## src/rtl/keypad_pkg.sv

```systemverilog
// Shared types and helpers for the 4x4 keypad scanner: FSM state encoding,
// matrix dimensions, the row one-hot drive decode and the column priority encoder.
package keypad_pkg;

    localparam int KP_ROWS = 4;
    localparam int KP_COLS = 4;

    // Scanner FSM states
    typedef enum logic [1:0] {
        ST_SCAN     = 2'd0,
        ST_DEBOUNCE = 2'd1,
        ST_RELEASE  = 2'd2
    } kp_state_e;

    // Active-low one-hot row drive for a 2-bit row index
    function automatic logic [KP_ROWS-1:0] row_decode(input logic [1:0] idx);
        logic [KP_ROWS-1:0] onehot;
        onehot = 4'b0001 << idx;
        return ~onehot;
    endfunction

    // Index of the lowest column that reads 0 (key closed); 3 when none
    // or only column 3 is closed, so callers must qualify with col != 4'hF.
    function automatic logic [1:0] col_prio(input logic [KP_COLS-1:0] col);
        logic [1:0] idx;
        if (!col[0]) begin
            idx = 2'd0;
        end else if (!col[1]) begin
            idx = 2'd1;
        end else if (!col[2]) begin
            idx = 2'd2;
        end else begin
            idx = 2'd3;
        end
        return idx;
    endfunction

endpackage

```

## src/rtl/kp_debounce_cnt.sv

```systemverilog
// Scan-tick counter shared by the press and release debounce phases.
// clr_i and inc_i together load 1 (first qualifying sample); clr_i alone
// loads 0; inc_i alone counts up, saturating at TICKS. last_o flags that
// the next increment reaches TICKS, letting the FSM act on that same edge.
module kp_debounce_cnt
    import keypad_pkg::*;
#(
    parameter int unsigned TICKS = 4
) (
    input  logic       clk_i,
    input  logic       rst_ni,
    input  logic       en_i,
    input  logic       clr_i,
    input  logic       inc_i,
    output logic [3:0] cnt_o,
    output logic       last_o
);

    localparam logic [3:0] TERM = 4'(TICKS);
    localparam logic [3:0] LAST = 4'(TICKS - 1);

    logic [3:0] cnt_q;
    logic [3:0] cnt_d;

    // Next count: clear/load/increment only on scan ticks, otherwise frozen
    always_comb begin
        cnt_d = cnt_q;
        if (en_i) begin
            if (clr_i && inc_i) begin
                cnt_d = 4'd1;
            end else if (clr_i) begin
                cnt_d = 4'd0;
            end else if (inc_i) begin
                cnt_d = (cnt_q >= TERM) ? TERM : cnt_q + 4'd1;
            end
        end
    end

    // Counter register
    always_ff @(posedge clk_i or negedge rst_ni) begin
        if (!rst_ni) begin
            cnt_q <= 4'd0;
        end else begin
            cnt_q <= cnt_d;
        end
    end

    assign cnt_o  = cnt_q;
    assign last_o = (cnt_q >= LAST);

endmodule

```

## src/rtl/keypad_scanner.sv

```systemverilog
// 4x4 matrix keypad scanner with debounce, valid/ack key handoff, overflow
// pulse and a four-key nibble history for the 7-segment display driver.
//
// Handshake: key_valid rises on the edge a key is accepted and stays high
// until an edge where key_ack=1 is seen with key_valid=1. An accept on that
// same edge takes priority, so key_valid stays high with the new code.
// key_ovf pulses for one clock when an accept replaces a code that was
// still pending and not being acknowledged on that edge.
module keypad_scanner
    import keypad_pkg::*;
#(
    parameter int unsigned DEBOUNCE_TICKS = 4
) (
    input  logic        clk,
    input  logic        rst,
    input  logic        scan_en,
    input  logic [3:0]  col,
    output logic [3:0]  row,
    output logic [3:0]  key_code,
    output logic        key_valid,
    input  logic        key_ack,
    output logic        key_ovf,
    output logic        key_held,
    output logic [15:0] digits
);

    kp_state_e   state_q, state_d;
    logic [1:0]  row_idx_q, row_idx_d;
    logic [1:0]  cand_col_q, cand_col_d;
    logic [3:0]  key_code_q, key_code_d;
    logic        key_valid_q, key_valid_d;
    logic        key_ovf_q, key_ovf_d;
    logic        key_held_q, key_held_d;
    logic [15:0] digits_q, digits_d;

    logic        cnt_clr;
    logic        cnt_inc;
    logic        cnt_last;
    logic [3:0]  deb_cnt;
    logic        accept;
    logic        rel_done;

    // Tick counter used for both press and release qualification
    kp_debounce_cnt #(
        .TICKS (DEBOUNCE_TICKS)
    ) u_deb_cnt (
        .clk_i  (clk),
        .rst_ni (rst),
        .en_i   (scan_en),
        .clr_i  (cnt_clr),
        .inc_i  (cnt_inc),
        .cnt_o  (deb_cnt),
        .last_o (cnt_last)
    );

    // FSM next state: col is read only on scan ticks, for the row that has
    // been driven since the previous tick; the row is held while a key is
    // being debounced or waiting for release.
    always_comb begin
        state_d    = state_q;
        row_idx_d  = row_idx_q;
        cand_col_d = cand_col_q;
        cnt_clr    = 1'b0;
        cnt_inc    = 1'b0;
        accept     = 1'b0;
        rel_done   = 1'b0;
        if (scan_en) begin
            case (state_q)
                ST_SCAN: begin
                    if (col != 4'hF) begin
                        cand_col_d = col_prio(col);
                        cnt_clr    = 1'b1;
                        cnt_inc    = 1'b1;
                        state_d    = ST_DEBOUNCE;
                    end else begin
                        row_idx_d = row_idx_q + 2'd1;
                    end
                end
                ST_DEBOUNCE: begin
                    if (!col[cand_col_q]) begin
                        if (cnt_last) begin
                            accept  = 1'b1;
                            cnt_clr = 1'b1;
                            state_d = ST_RELEASE;
                        end else begin
                            cnt_inc = 1'b1;
                        end
                    end else begin
                        // Bounce: restart detection on the same row
                        cnt_clr = 1'b1;
                        state_d = ST_SCAN;
                    end
                end
                ST_RELEASE: begin
                    if (col == 4'hF) begin
                        if (cnt_last) begin
                            rel_done  = 1'b1;
                            cnt_clr   = 1'b1;
                            row_idx_d = row_idx_q + 2'd1;
                            state_d   = ST_SCAN;
                        end else begin
                            cnt_inc = 1'b1;
                        end
                    end else begin
                        cnt_clr = 1'b1;
                    end
                end
                default: begin
                    cnt_clr = 1'b1;
                    state_d = ST_SCAN;
                end
            endcase
        end
    end

    // Key output next state: accept loads code/history and wins over ack
    always_comb begin
        key_code_d  = key_code_q;
        key_valid_d = key_valid_q;
        key_held_d  = key_held_q;
        digits_d    = digits_q;
        key_ovf_d   = 1'b0;
        if (accept) begin
            key_code_d  = {row_idx_q, cand_col_q};
            digits_d    = {digits_q[11:0], row_idx_q, cand_col_q};
            key_valid_d = 1'b1;
            key_ovf_d   = key_valid_q && !key_ack;
        end else if (key_ack && key_valid_q) begin
            key_valid_d = 1'b0;
        end
        if (accept) begin
            key_held_d = 1'b1;
        end else if (rel_done) begin
            key_held_d = 1'b0;
        end
    end

    // FSM and row-index registers
    always_ff @(posedge clk or negedge rst) begin
        if (!rst) begin
            state_q    <= ST_SCAN;
            row_idx_q  <= 2'd0;
            cand_col_q <= 2'd0;
        end else begin
            state_q    <= state_d;
            row_idx_q  <= row_idx_d;
            cand_col_q <= cand_col_d;
        end
    end

    // Key code, handshake, overflow, held flag and history registers
    always_ff @(posedge clk or negedge rst) begin
        if (!rst) begin
            key_code_q  <= 4'h0;
            key_valid_q <= 1'b0;
            key_ovf_q   <= 1'b0;
            key_held_q  <= 1'b0;
            digits_q    <= 16'h0000;
        end else begin
            key_code_q  <= key_code_d;
            key_valid_q <= key_valid_d;
            key_ovf_q   <= key_ovf_d;
            key_held_q  <= key_held_d;
            digits_q    <= digits_d;
        end
    end

    assign row       = row_decode(row_idx_q);
    assign key_code  = key_code_q;
    assign key_valid = key_valid_q;
    assign key_ovf   = key_ovf_q;
    assign key_held  = key_held_q;
    assign digits    = digits_q;

endmodule

```

## config.mk

```make
export PLATFORM = sky130hd
export DESIGN_NAME = keypad_scanner
export DESIGN_NICKNAME = d
export VERILOG_FILES = /design/src/rtl/keypad_pkg.sv /design/src/rtl/kp_debounce_cnt.sv /design/src/rtl/keypad_scanner.sv
export SDC_FILE = /design/constraint.sdc
export NUM_CORES = 1
export LEC_CHECK = 0
export ABC_AREA = 0
export CORE_MARGIN = 3
export CORE_UTILIZATION = 41
export DETAILED_ROUTE_END_ITERATION = 16
export PLACE_DENSITY_LB_ADDON = 0.08
export SETUP_SLACK_MARGIN = 0.15
export SKIP_LAST_GASP = 1
export SYNTH_ARGS = -nofsm -noshare
export SYNTH_HDL_FRONTEND = slang
export SYNTH_SLANG_ARGS = --single-unit
```

## constraint.sdc

```tcl
create_clock -name clk -period 2 [get_ports clk]
set_clock_uncertainty 0.1 [all_clocks]
set_input_delay 0.4 -clock clk [delete_from_list [all_inputs] [get_ports clk]]
set_output_delay 0.4 -clock clk [all_outputs]
set_load 0.01 [all_outputs]
```

Word-level counts from Yosys, hierarchy flattened

Index checks and enable logic that the tools add are counted.

$add $sub $neg: 2
Multipliers: 0
Divide/modulo/power cells: 0
Order comparisons: 3
Equal/unequal tests: 9
Shift operators: 1
Multiplexer cells: 41
Bitwise gates (word level): 1
Reductions and logical operators: 13

Operator list:

| kind                  | count |
|---|---|
| $mux W1               | 22 |
| $mux W2               | 10 |
| $mux W4               | 4 |
| $reduce_and A5 Y1     | 2 |
| $ne A2 B2 Y1 const B  | 4 |
| $pmux W1 S3           | 2 |
| $pmux W2 S3           | 1 |
| $reduce_bool A2 Y1    | 3 |
| $add A4 B1 Y4 const B | 1 |
| $eq A4 B4 Y1 const B  | 1 |
| $ge A4 B2 Y1 const B  | 1 |
| $ge A4 B3 Y1 const B  | 1 |
| $ne A4 B4 Y1 const B  | 1 |
| $not A4 Y4            | 1 |
| $pmux W2 S2           | 1 |
| $shl A1 B2 Y4 const A | 1 |
| $logic_and A1 B1 Y1   | 3 |
| $lt A2 B3 Y1 const B  | 1 |
| $ne A3 B3 Y1 const B  | 1 |
| $reduce_and A3 Y1     | 1 |
| $reduce_bool A3 Y1    | 1 |
| $add A2 B1 Y2 const B | 1 |
| $bmux W1 S2           | 1 |
| $eq A2 B1 Y1 const B  | 1 |
| 4 further kinds       | 4 |

Register bits after elaboration: 33
Bits in latches: 0
RAM bits: 0
Memory bits (read-only): 0
Input bits: 8
Output and inout bits: 27
Word-level logic and storage cells: 79
Memories kept: 0

Depth between registers and ports, before layout

Word-level depth: 8
Depth in mapped cells: 6
Gate-level depth less buffers: 6

Modules after synthesis

A second synthesis with hierarchy kept.

Cells, all modules: 118
Area, all modules: 1393.8 um^2

Modules (own cells, without submodules):

| module          | instances | cells each | area each (um^2) | seq. area each (um^2) |
|---|---|---|---|---|
| keypad_scanner  | 1         | 98         | 1196.1           | 625.6 |
| kp_debounce_cnt | 1         | 20         | 197.7            | 100.1 |

Worst setup path before layout

No wires, ideal clock.

Path type: reg2reg
Start point: reg u_deb_cnt.cnt_q[0], in the netlist u_deb_cnt.cnt_o[0]
End point: reg digits_q[11], in the netlist digits[11]
Library setup time: 125 ps
Data arrival time: 1673 ps
Required time: 1775 ps
Slack: 102 ps
Stages on the path, launching flop included: 7
Path buffers: 1
Clock period less this slack: 1898 ps
Cells stage by stage: dfrtp_1 ha_1 nor3_1 nor2_4 nand2_4 buf_6 mux2_4

Cells in the longest elaborated chain, start to end: 5

RTL lines:

| what                     | RTL line              | source |
|---|---|---|
| start: declaration       | kp_debounce_cnt.sv:22 | `logic [3:0] cnt_q;` |
| start signal: assignment | kp_debounce_cnt.sv:44 | `cnt_q <= cnt_d;` |
| $ge A4 B2 Y1             | kp_debounce_cnt.sv:49 | `assign last_o = (cnt_q >= LAST);` |
| $mux W1                  | keypad_scanner.sv:81  | `if (cnt_last) begin` |
| $mux W1                  | keypad_scanner.sv:80  | `if (!col[cand_col_q]) begin` |
| $mux W1                  | keypad_scanner.sv:68  | `case (state_q)` |
| $mux W1                  | keypad_scanner.sv:67  | `if (scan_en) begin` |
| end signal: assignment   | keypad_scanner.sv:164 | `digits_q <= digits_d;` |
| end: declaration         | keypad_scanner.sv:34  | `logic [15:0] digits_q, digits_d;` |

No other way between the ends.
A chain may end at the register's enable or synchronous reset.

Final worst setup path

Start point: in col[3]
End point: reg digits_q[13], in the netlist digits[13]

Cells in the longest elaborated chain, start to end: 5

RTL lines:

| what                          | RTL line             | source |
|---|---|---|
| start: declaration            | keypad_scanner.sv:17 | `input logic [3:0] col,` |
| $bmux W1 S2                   | keypad_scanner.sv:80 |  |
| $mux W1 (not written as such) | keypad_scanner.sv:80 |  |
| $mux W1                       | keypad_scanner.sv:80 |  |
| $mux W1                       | keypad_scanner.sv:68 |  |
| $mux W1                       | keypad_scanner.sv:67 |  |

No other way between the ends. The select of a mux whose other input is x is not followed.

==> qor.csv <==
metric,value,unit
timing.fmax,552,MHz
dr.pass1.iters,3,
grt_start_max_net_pins,30,
cp_max_fo,18,
die_height,64.9,um
fin_nets,187,
drt_wl_total,2.80,mm
drtAntennaViolNets,0,
synth_nets,135,
vdd_drop_max,0.567,mV
die_w,64.9,um
vias,1063,
setup.worst_path.end_class,flip-flop,
tightest_slew,366,ps
core-area,3180,sq um
overflow,0,
clock_latency,320,ps
rsz0062_at_grt,no,
route.detailed.drc,0,
clk_pin_slew,90,ps
syn_to_final_growth,41.9,%
clk_path_buf_depth,2,
synth_cells,122,
ys_seq_area_share,51.1,%
io_pins,35,
hold_viol,0,
synth_top_cell_area_share,51.1,%
viasPerCell,4.85,
yosysTopAreaCell,dfrtp_1,
cts_tree,yes,
nFillCells,270,
required,2110,ps
setup-tns-final,0,ps
drv_slew,0,
ys_seq_elements,29,
start_util,44.7,%
period_share,90.6,%
layoutNonFillerInstCount,219,
synth.cell_area,1420,sq um
status,"finished, final reports clean",
dp_hpwl,1.97,mm
worst-path-buf-inv,1,
grt_antenna_before_repair,0,
grt_pass1_wl,4.46,mm
cts_buffers,5,
slew_headroom,75.6,%
synth_area_per_cell,11.6,sq um
yosys_warnings,0,
dp.cells,207,
htree_levels,2,
gp_congestion,0.769,
layout_common_cells,"dfrtp_1 (29), clkdlybuf4s50_1 (27), buf_4 (16)",
cts_sinks,29,
power_density,1070,nW/um^2
grt_pass1_vias,1012,
cts_root_buffer,clkbuf_4,
period_needed,1810,ps
synth_area_leaders,"dfrtp_1 (51%), mux2_2 (7.9%), mux2_4 (7.4%)",
n_antenna_cell,0,
die-area,4210,sq um
slowest_stage,clkdlybuf4s50_1,
setup_viol,0,
path_delay_family,multiplexers,
critPathLaunchType,primary input,
fp-row-count,20,
worst-setup-path-type,primary input to flip-flop,
layout_commonest_cell,dfrtp_1,
drive_gt1_share,33.1,%
cp_cell_sequence,"clkdlybuf4s50_1, mux2_2, a2bb2oi_4, nor2_4, nand2_8, mux2_4",
cellLeakagePower,0.00100,uW
yosys.cell_types.count,33,
max_stage_delay,440,ps
track_usage,14.1,%
hold_class,primary input to flip-flop,
io_buffers,34,
maxCapViolations,0,
drt-initial-drc-count,31,
cts_hold_buf,0,
cp_data_arrival_time,1920,ps
avgRoutedWirePerCell,12.8,um
==> tightest hold or removal path, delay by kind of cell <==
kind	cells	cell delay [ps]
AND/OR/NAND/NOR	2	140
buffers and inverters	1	170
==> where the power goes <==
group	leakage, uW	total [uW]	internal [uW]	switching, uW
logic	0.000574	924	524	400
registers	0.000385	835	708	126
clock network	0.0000413	402	204	199
total	0.00100	2160	1440	725
==> metal layers <==
metal	share of wire [%]	wire, um	global-route usage (%)
met3	5.5	153	5.20
met1	47	1300	17.2
met4	1.6	46	7.92
met2	46	1300	21.3
met5	0	0	0
==> cell families after synthesis <==
logic type | Yosys count | synth area share (%)
AND/OR/NAND/NOR | 36 | 13.9
flip-flops | 29 | 51.1
AO/OA/AOI/OAI | 19 | 8.55
multiplexers | 18 | 16.0
buffers and inverters | 14 | 5.37
adder cells (fa/ha/maj) | 5 | 4.41
XOR/XNOR | 1 | 0.617
==> cell type report <==
class	count	area (sq um)	area share, %
clock inverter	1	5.00	0.248
inverter	8	32.5	1.61
tap	44	55.1	2.73
multi-input combinational	79	669	33.2
sequential	29	726	36.0
clock buffer	7	65.1	3.23
timing repair buffer	51	463	23.0
==> synth_stat cells (all sizes together) <==
| cell | count |
|---|---|
| dfrtp | 29 |
| mux2 | 17 |
| nand2 | 10 |
| inv | 8 |
| nor2 | 8 |
| o21ai | 8 |
| buf | 6 |
| ha | 5 |
| a21oi | 4 |
| nor3 | 4 |
| and2 | 2 |
| nand3 | 2 |
| nor2b | 2 |
| o31ai | 2 |
| or3 | 2 |
| or3b | 2 |
| a2bb2oi | 1 |
| a31o | 1 |
| and2b | 1 |
| and4 | 1 |
| mux2i | 1 |
| nand2b | 1 |
| nand4 | 1 |
| o211ai | 1 |
| o22ai | 1 |
| o31a | 1 |
| xnor2 | 1 |
==> per-stage QoR <==
stage               total power [uW]  area (sq um)  util (%)  worst slack, ps  hold slack (ps)
detailed placement              1690          1870      58.9             -171              391
finish                          2160          2020      63.4              187              313
CTS                             2110          1950      61.5             86.7              351
global route                    2320          2020      63.4              139              296
floorplan                       1300          1430         -              247             4.41
global placement                1660          1870      58.9             -128              386
==> sequential cells by signal, summed over array words and instances, names as in the netlist <==
name	flops
key_code	3
u_deb_cnt.cnt_o	4
digits	13
row_idx_q	2
cand_col_q	2
key_valid	1
state_q	2
key_ovf	1
key_held	1
==> final timing paths <==
kind | cells after the start | slack [ps] | from | to
min in group asynchronous | 2 | 350 | rst | digits[8]$_DFFE_PN0P_
hold / removal | 3 | 310 | col[0] | cand_col_q[1]$_DFFE_PN0P_
max in group asynchronous | 2 | 1180 | rst | u_deb_cnt.cnt_o[1]$_DFFE_PN0P_
setup / recovery | 6 | 190 | col[3] | digits[13]$_DFFE_PN0P_
setup reg to reg | 5 | 210 | cand_col_q[1]$_DFFE_PN0P_ | digits[13]$_DFFE_PN0P_
hold reg to reg | 2 | 410 | key_valid$_DFFE_PN0P_ | key_valid$_DFFE_PN0P_
==> what timing repair did <==
item	CTS	global route
pin swaps	0	1
setup endpoints to repair	4	17
gates resized for setup	11	16
buffers inserted	2	2
(Power assumes the default switching activity.)
